### src/rtl/uart_rx_pkg.sv
// Shared types and helpers for the uart_rx_buf receiver: FSM state encoding
// and the oversampling counter width helper.
package uart_rx_pkg;

   typedef enum logic [2:0] {
      ST_IDLE,
      ST_START,
      ST_DATA,
      ST_PARITY,
      ST_STOP,
      ST_WAIT_IDLE
   } rx_state_e;

   // Counter must hold CLKS_PER_BIT-1; never narrower than one bit.
   function automatic int cnt_width(input int clks_per_bit);
      return (clks_per_bit > 1) ? $clog2(clks_per_bit) : 1;
   endfunction

endpackage

### src/rtl/uart_rx_sync_fifo.sv
// Small first-word-fall-through FIFO: the head word is visible on rd_data_o
// whenever empty_o is low; a pop while full may accept a same-cycle push.
module uart_rx_sync_fifo #(
   parameter int WIDTH = 8,
   parameter int DEPTH = 16
) (
   input  logic                       clk_i,
   input  logic                       rst_ni,
   input  logic                       push_i,
   input  logic [WIDTH-1:0]           wr_data_i,
   input  logic                       pop_i,
   output logic [WIDTH-1:0]           rd_data_o,
   output logic                       full_o,
   output logic                       empty_o,
   output logic [$clog2(DEPTH):0]     level_o
);

   localparam int AW = $clog2(DEPTH);

   logic [WIDTH-1:0] mem_q [DEPTH];
   logic [AW-1:0]    wr_ptr_q, rd_ptr_q;
   logic [AW:0]      count_q, count_d;
   logic             push_ok, pop_ok;

   assign full_o  = (count_q == (AW+1)'(DEPTH));
   assign empty_o = (count_q == '0);
   assign level_o = count_q;

   assign pop_ok  = pop_i & ~empty_o;
   assign push_ok = push_i & (~full_o | pop_ok);

   // Head is forced to zero when empty so the output is clean out of reset.
   assign rd_data_o = empty_o ? '0 : mem_q[rd_ptr_q];

   genvar gi;
   generate
      for (gi = 0; gi < DEPTH; gi++) begin : g_mem
         always_ff @(posedge clk_i) begin
            if (push_ok && (wr_ptr_q == AW'(gi))) begin
               mem_q[gi] <= wr_data_i;
            end
         end
      end
   endgenerate

   always_comb begin
      count_d = count_q;
      case ({push_ok, pop_ok})
         2'b10:   count_d = count_q + 1'b1;
         2'b01:   count_d = count_q - 1'b1;
         default: count_d = count_q;
      endcase
   end

   always_ff @(posedge clk_i or negedge rst_ni) begin
      if (!rst_ni) begin
         wr_ptr_q <= '0;
         rd_ptr_q <= '0;
         count_q  <= '0;
      end else begin
         if (push_ok) wr_ptr_q <= wr_ptr_q + 1'b1;
         if (pop_ok)  rd_ptr_q <= rd_ptr_q + 1'b1;
         count_q <= count_d;
      end
   end

endmodule

### src/rtl/uart_rx_buf.sv
// UART receiver with sticky error flags and a FWFT receive buffer.
// Even-parity checking is compiled in when UART_RX_PARITY_EN is defined.
module uart_rx_buf #(
   parameter int CLKS_PER_BIT = 347,
   parameter int DATA_BITS    = 8,
   parameter int FIFO_DEPTH   = 16
) (
   input  logic                          core_clk,
   input  logic                          core_rstn,
   input  logic                          ser_rx,
   output logic [DATA_BITS-1:0]          rx_data,
   output logic                          rx_valid,
   input  logic                          rx_ready,
   output logic [$clog2(FIFO_DEPTH):0]   rx_level,
   output logic                          frame_err,
   output logic                          overrun_err,
   output logic                          parity_err,
   input  logic                          err_clr
);

   import uart_rx_pkg::*;

   localparam int CW = cnt_width(CLKS_PER_BIT);
   localparam int BW = $clog2(DATA_BITS);
   localparam logic [CW-1:0] HALF_BIT = CW'(CLKS_PER_BIT / 2);
   localparam logic [CW-1:0] FULL_BIT = CW'(CLKS_PER_BIT - 1);
   localparam logic [BW-1:0] LAST_BIT = BW'(DATA_BITS - 1);

   rx_state_e              state_q, state_d;
   logic [CW-1:0]          cnt_q, cnt_d;
   logic [BW-1:0]          bit_q, bit_d;
   logic [DATA_BITS-1:0]   shift_q, shift_d;
   logic [2:0]             sync_q;
   logic                   rx_s, rx_prev, tick;
   logic                   push, pop, fifo_full, fifo_empty;
   logic                   frame_set, overrun_set;
   logic                   frame_err_q, overrun_err_q;

   // sync_q[1] is the synchronised line; sync_q[2] is its previous value.
   assign rx_s    = sync_q[1];
   assign rx_prev = sync_q[2];
   assign tick    = (cnt_q == '0);

`ifdef UART_RX_PARITY_EN
   logic par_bad_q, par_bad_d, par_set, parity_err_q;
`endif

   always_comb begin
      state_d   = state_q;
      cnt_d     = cnt_q;
      bit_d     = bit_q;
      shift_d   = shift_q;
      push      = 1'b0;
      frame_set = 1'b0;
`ifdef UART_RX_PARITY_EN
      par_bad_d = par_bad_q;
      par_set   = 1'b0;
`endif
      case (state_q)
         ST_IDLE: begin
            if (rx_prev && !rx_s) begin
               state_d = ST_START;
               cnt_d   = HALF_BIT;
            end
         end
         ST_START: begin
            if (!tick) begin
               cnt_d = cnt_q - 1'b1;
            end else if (!rx_s) begin
               state_d = ST_DATA;
               cnt_d   = FULL_BIT;
               bit_d   = '0;
`ifdef UART_RX_PARITY_EN
               par_bad_d = 1'b0;
`endif
            end else begin
               state_d = ST_IDLE;
            end
         end
         ST_DATA: begin
            if (!tick) begin
               cnt_d = cnt_q - 1'b1;
            end else begin
               shift_d = {rx_s, shift_q[DATA_BITS-1:1]};
               cnt_d   = FULL_BIT;
               if (bit_q == LAST_BIT) begin
`ifdef UART_RX_PARITY_EN
                  state_d = ST_PARITY;
`else
                  state_d = ST_STOP;
`endif
               end else begin
                  bit_d = bit_q + 1'b1;
               end
            end
         end
         ST_PARITY: begin
`ifdef UART_RX_PARITY_EN
            if (!tick) begin
               cnt_d = cnt_q - 1'b1;
            end else begin
               if ((^shift_q) != rx_s) begin
                  par_bad_d = 1'b1;
                  par_set   = 1'b1;
               end
               cnt_d   = FULL_BIT;
               state_d = ST_STOP;
            end
`else
            state_d = ST_IDLE;
`endif
         end
         ST_STOP: begin
            if (!tick) begin
               cnt_d = cnt_q - 1'b1;
            end else begin
               cnt_d = '0;
               if (rx_s) begin
`ifdef UART_RX_PARITY_EN
                  push = ~par_bad_q;
`else
                  push = 1'b1;
`endif
                  state_d = ST_IDLE;
               end else begin
                  frame_set = 1'b1;
                  state_d   = ST_WAIT_IDLE;
               end
            end
         end
         ST_WAIT_IDLE: begin
            if (rx_s) state_d = ST_IDLE;
         end
         default: state_d = ST_IDLE;
      endcase
   end

   always_ff @(posedge core_clk or negedge core_rstn) begin
      if (!core_rstn) begin
         sync_q  <= 3'b111;
         state_q <= ST_IDLE;
         cnt_q   <= '0;
         bit_q   <= '0;
         shift_q <= '0;
      end else begin
         sync_q  <= {sync_q[1:0], ser_rx};
         state_q <= state_d;
         cnt_q   <= cnt_d;
         bit_q   <= bit_d;
         shift_q <= shift_d;
      end
   end

   assign pop         = rx_valid & rx_ready;
   assign overrun_set = push & fifo_full & ~pop;

   // A new error event in the same cycle as err_clr keeps the flag set.
   always_ff @(posedge core_clk or negedge core_rstn) begin
      if (!core_rstn) begin
         frame_err_q   <= 1'b0;
         overrun_err_q <= 1'b0;
      end else begin
         if (frame_set)    frame_err_q <= 1'b1;
         else if (err_clr) frame_err_q <= 1'b0;
         if (overrun_set)  overrun_err_q <= 1'b1;
         else if (err_clr) overrun_err_q <= 1'b0;
      end
   end

`ifdef UART_RX_PARITY_EN
   always_ff @(posedge core_clk or negedge core_rstn) begin
      if (!core_rstn) begin
         par_bad_q    <= 1'b0;
         parity_err_q <= 1'b0;
      end else begin
         par_bad_q <= par_bad_d;
         if (par_set)      parity_err_q <= 1'b1;
         else if (err_clr) parity_err_q <= 1'b0;
      end
   end
   assign parity_err = parity_err_q;
`else
   assign parity_err = 1'b0;
`endif

   assign frame_err   = frame_err_q;
   assign overrun_err = overrun_err_q;
   assign rx_valid    = ~fifo_empty;

   uart_rx_sync_fifo #(
      .WIDTH (DATA_BITS),
      .DEPTH (FIFO_DEPTH)
   ) u_fifo (
      .clk_i     (core_clk),
      .rst_ni    (core_rstn),
      .push_i    (push),
      .wr_data_i (shift_q),
      .pop_i     (pop),
      .rd_data_o (rx_data),
      .full_o    (fifo_full),
      .empty_o   (fifo_empty),
      .level_o   (rx_level)
   );

endmodule

### config.mk
export PLATFORM = sky130hd
export DESIGN_NAME = uart_rx_buf
export DESIGN_NICKNAME = d
export VERILOG_FILES = /design/src/rtl/uart_rx_pkg.sv /design/src/rtl/uart_rx_sync_fifo.sv /design/src/rtl/uart_rx_buf.sv
export SDC_FILE = /design/constraint.sdc
export NUM_CORES = 1
export LEC_CHECK = 0
export ABC_AREA = 0
export BUFFER_PORTS_ARGS = -buffer_cell sky130_fd_sc_hd__buf_2
export CORE_ASPECT_RATIO = 1.1
export CORE_MARGIN = 2
export CORE_UTILIZATION = 45
export DETAILED_ROUTE_END_ITERATION = 8
export GPL_ROUTABILITY_DRIVEN = 0
export SYNTH_ARGS = -nofsm -noshare
export SYNTH_HDL_FRONTEND = slang
export SYNTH_SLANG_ARGS = --single-unit
### constraint.sdc
create_clock -name core_clk -period 2.6 [get_ports core_clk]
set_input_delay 0.13 -clock core_clk [delete_from_list [all_inputs] [get_ports core_clk]]
set_output_delay 0.13 -clock core_clk [all_outputs]
set_load 0.05 [all_outputs]
==> impl_results.html <==
<table>
<tr><th>Metric</th><th>Value</th></tr>
<tr><th colspan="2">Run status</th></tr>
<tr><td>Result of the run</td><td>finished with violations</td></tr>
<tr><td>Failing checks</td><td>negative setup slack</td></tr>
<tr><th colspan="2">Min path</th></tr>
<tr><td>Worst hold path type</td><td>in -&gt; reg</td></tr>
<tr><td>Hold Path Origin</td><td>rx_ready</td></tr>
<tr><td>Hold path endpoint</td><td>u_fifo.rd_ptr_q[0]</td></tr>
<tr><td>Hold Crit Depth</td><td>4</td></tr>
<tr><th colspan="2">Drt</th></tr>
<tr><td>Number of violations reported at the end of detailed-routing iteration 0</td><td>286</td></tr>
<tr><td>Mean number of vias per cell</td><td>5.508</td></tr>
<tr><td>Detailed-route via count</td><td>3817</td></tr>
<tr><td>Total iterations of the first detailed-routing run</td><td>4</td></tr>
<tr><td>Count of unresolved DRC violations after routing</td><td>0</td></tr>
<tr><td>Post-Route WL</td><td>14.36 mm</td></tr>
<tr><td>Drt wl/cell</td><td>20.72 µm</td></tr>
<tr><td>Detail Route Antenna Nets</td><td>0</td></tr>
<tr><th colspan="2">Finish</th></tr>
<tr><td>Count of inserted antenna diode cells</td><td>0</td></tr>
<tr><td>Share of final-layout standard cells stronger than drive strength 1</td><td>33.06%</td></tr>
<tr><td>Storage cell area</td><td>4877 µm²</td></tr>
<tr><td>Multi-input combinational cell area</td><td>around 2200 µm²</td></tr>
<tr><td>Filler Cells Inserted</td><td>1231</td></tr>
<tr><td>Final-stage net count</td><td>496</td></tr>
<tr><td>Non-filler cells in the finished layout</td><td>693</td></tr>
<tr><td>Layout Area Growth over Synthesis</td><td>20.45%</td></tr>
<tr><th colspan="2">Floorplanning</th></tr>
<tr><td>Placement row count</td><td>48</td></tr>
<tr><td>Horiz. Die Dim</td><td>124.2 µm</td></tr>
<tr><td>Core region area</td><td>15620 µm²</td></tr>
<tr><td>Total die area</td><td>16920 µm²</td></tr>
<tr><td>Starting density of the core</td><td>45.79%</td></tr>
<tr><td>Number of top-level design ports</td><td>22</td></tr>
<tr><td>Die height</td><td>136.2 µm</td></tr>
<tr><th colspan="2">Clock tree</th></tr>
<tr><td>Clock tree buffer depth</td><td>2</td></tr>
<tr><td>CTS tree</td><td>built</td></tr>
<tr><td>Number of levels the H-tree was split into</td><td>4</td></tr>
<tr><td>Clock-pin slew on the worst setup and hold paths</td><td>60 ps</td></tr>
<tr><td>TritonCTS Buffers</td><td>17</td></tr>
<tr><td>Clock Latency Late Sink</td><td>430 ps</td></tr>
<tr><td>Root cell of the clock tree</td><td>clkbuf_16</td></tr>
<tr><td>Sinks on the clock net</td><td>169</td></tr>
<tr><th colspan="2">Worst setup path</th></tr>
<tr><td>Launching point of the worst reg2reg path</td><td>u_fifo.level_o[1]</td></tr>
<tr><td>Data required, critical path</td><td>2470 ps</td></tr>
<tr><td>Worst reg2reg path depth</td><td>9</td></tr>
<tr><td>Worst setup startpoint</td><td>u_fifo.rd_ptr_q[0]</td></tr>
<tr><td>Capturing element type of the critical path</td><td>primary output</td></tr>
<tr><td>Reg-to-reg slack, setup</td><td>160 ps</td></tr>
<tr><td>Critical path class</td><td>reg -&gt; out</td></tr>
<tr><td>Crit path launch type</td><td>flop</td></tr>
<tr><td>Arrival time of data at the critical path endpoint</td><td>2510 ps</td></tr>
<tr><td>Critical path peak fanout</td><td>8</td></tr>
<tr><td>FF-to-FF End</td><td>u_fifo.level_o[4]</td></tr>
<tr><th colspan="2">Global routing</th></tr>
<tr><td>Congestion Overflow GR</td><td>0</td></tr>
<tr><td>Antenna violations before repair</td><td>0</td></tr>
<tr><td>Number of global-route vias before repair</td><td>about 4000</td></tr>
<tr><td>Gr usage total</td><td>18.73%</td></tr>
<tr><td>Global-route wire length before repair</td><td>22.68 mm</td></tr>
<tr><td>Maximum number of pins on one net before global-route repair</td><td>42</td></tr>
<tr><th colspan="2">Flow run</th></tr>
<tr><td>Reported max-cap violation count</td><td>0</td></tr>
<tr><th colspan="2">Timing</th></tr>
<tr><td>Final max-slew violation count</td><td>0</td></tr>
<tr><td>Setup Total Neg Slack</td><td>-146.6 ps</td></tr>
<tr><td>Min Hold Slack</td><td>149.7 ps</td></tr>
<tr><td>Number of failing hold endpoints at the final stage</td><td>0</td></tr>
<tr><td>Number of endpoints failing setup at the final stage</td><td>6</td></tr>
<tr><td>Relative slew slack</td><td>approximately a third</td></tr>
<tr><td>Maximum clock skew at final layout</td><td>8.531 ps</td></tr>
<tr><td>Worst-Margin Slew</td><td>974.2 ps</td></tr>
<tr><td>Achievable Freq</td><td>379.4 MHz</td></tr>
<tr><td>Final period utilization</td><td>101.4%</td></tr>
<tr><td>Setup repair after global routing missed its margin</td><td>yes</td></tr>
<tr><td>Min Tclk post-route</td><td>2636 ps</td></tr>
<tr><td>Setup slack of the critical path after layout</td><td>-35.63 ps</td></tr>
<tr><th colspan="2">Synth</th></tr>
<tr><td>Warnings, synthesis</td><td>0</td></tr>
<tr><td>Fraction of synthesized cell area taken by the top area cell type</td><td>about 54%</td></tr>
<tr><td>Area contributors post-synth</td><td>edfxtp_1 (54%), dfrtp_1 (13%), mux4_2 (13%)</td></tr>
<tr><td>Flip-flop and latch count after synthesis</td><td>about 170</td></tr>
<tr><td>Post-Synthesis Cell Area</td><td>7151 µm²</td></tr>
<tr><td>Share of the yosys chip area belonging to registers</td><td>between 60% and 70%</td></tr>
<tr><td>Number of flops mapped to enable cells by yosys</td><td>128</td></tr>
<tr><td>Most frequently used flop master after synthesis</td><td>edfxtp_1</td></tr>
<tr><td>Cells after Synth</td><td>between 400 and 500</td></tr>
<tr><td>Mean post-synth cell area</td><td>17.11 µm²</td></tr>
<tr><td>Net count of the mapped netlist</td><td>434</td></tr>
<tr><td>Number of distinct library cells after synthesis</td><td>a little over 60</td></tr>
<tr><td>Library cell with the largest summed area after synthesis</td><td>edfxtp_1</td></tr>
<tr><td>Async SR Flop Fraction</td><td>~24%</td></tr>
<tr><th colspan="2">Power</th></tr>
<tr><td>Highest ir drop seen on vdd</td><td>0.0005589 V</td></tr>
<tr><td>Leakage component of the power</td><td>0.003308 µW</td></tr>
<tr><td>PD cells</td><td>918.6 nW/µm²</td></tr>
<tr><th colspan="2">Place</th></tr>
<tr><td>Placed insts</td><td>650</td></tr>
<tr><td>Dpl hpwl</td><td>~9.3 mm</td></tr>
<tr><td>Number of port buffers</td><td>20</td></tr>
<tr><td>Dpl ws</td><td>155.4 ps</td></tr>
</table>
-- cell families after synthesis --
kind of cell / count (synthesis) / share of synthesized area, %
compound gates: 52 / 5.477
other cells: 1 / 0.05244
buf+inv: 30 / 1.785
fa+ha+maj: 11 / 1.925
mux: 51 / 14.33
flops: 169 / 68.15
xor+xnor: 12 / 1.470
simple gates: 92 / 6.807
-- through the flow --
step	instance area, µm²	util [%]	total power (µW)
CTS	8613	55.16	7995
global placement	7710	49.38	4939
floorplan	7194	-	4545
detailed placement	7710	49.38	4971
global route	8613	55.16	8254
finish	8613	55.16	7912
-- layout by cell type (no fill, tap or decap), types with 3 or more instances in the layout --
master	n
buf_2	12
dfrtp_2	3
o21ai_1	6
bufinv_16	4
ha_1	11
a21oi_1	9
nand2b_1	7
inv_6	3
nor3_2	5
clkbuf_16	17
buf_16	4
mux4_2	40
nand4_1	4
nand2_1	21
buf_8	7
xnor2_1	10
and2_4	8
nor2_1	22
o21ai_0	3
a21o_1	3
nor3_1	5
a22o_1	4
inv_1	8
edfxtp_1	128
buf_4	34
dfstp_2	3
a211oi_1	3
dfrtp_1	35
mux2_1	9
buf_6	4
nand3_1	4
dlygate4sd3_1	3
-- worst max path at each step --
stage and end:
5_1_grt rx_data[7], 3_5_place_dp u_fifo.level_o[4], 2_1_floorplan u_fifo.level_o[4], 4_1_cts rx_data[2]
3_3_place_gp u_fifo.level_o[4], 6_report rx_data[7]
-- critical path: stages (launching register included) --
cell and delay [ps]:
dfrtp_2 380, buf_6 130, buf_6 130, buf_16 150, mux4_2 530, mux4_2 470, and2_4 150, buf_8 140
-- layout make-up --
class | instances | area share, %
inverters | 8 | 0.3486
clock buffers | 19 | 5.026
flip-flops and latches | 169 | 56.62
multi-input cells | 219 | 25.60
repair buffers | 65 | 7.263
clock inverters | 13 | 2.237
well taps | 200 | 2.905
-- metal layers --
layer | GRT usage (%) | part of all wire [%] | vias to the layer above | wire, µm
li1 | - | - | 1770 | -
met1 | 23.79 | 42 | 1955 | 6089
met2 | 31.82 | 53 | 79 | 7622
met3 | 3.649 | 3.3 | 13 | 473
met4 | 6.929 | 1.2 | 0 | 176
met5 | 0 | 0 | - | 0
-- flip-flops by register name, summed over array words and instances (netlist names) --
name,flops
bit_q,3
cnt_q,9
frame_err,1
overrun_err,1
shift_q,8
state_q,3
sync_q,3
u_fifo.level_o,5
u_fifo.mem_q,128
u_fifo.rd_ptr_q,4
u_fifo.wr_ptr_q,4
-- where the power goes --
| part | internal, µW | leakage [µW] | switching [µW] |
|---|---|---|---|
| Clock | 1620 | 0.000304 | 1050 |
| Sequential | 3020 | 0.00185 | 241 |
| Combinational | 951 | 0.00115 | 1020 |
| Total | 5600 | 0.00331 | 2310 |
-- synth_stat cells, types with 3 or more instances --
cell type  number
a22o_1          4
nand3_1         4
mux4_2         40
nor3_1          9
o21ai_0         3
nor2_1         23
and2_1          9
xnor2_1        10
a21o_1          3
ha_1           11
nand2b_1        7
clkbuf_1        9
dfrtp_1        38
a211oi_1        3
a21oi_1         9
inv_1           8
nand2_1        21
mux2_1          9
edfxtp_1      128
o21ai_1         6
buf_1           5
buf_2           6
dfstp_2         3
nand4_1         4
-- timing repair --
item,in CTS,in global routing
hold endpoints to repair,40,0
gates resized for setup,38,0
cloned,4,0
pin swaps,8,0
buffers inserted,4,0
setup endpoints to repair,8,7
hold buffers,3,0
Power figures use the tool's default switching activity.
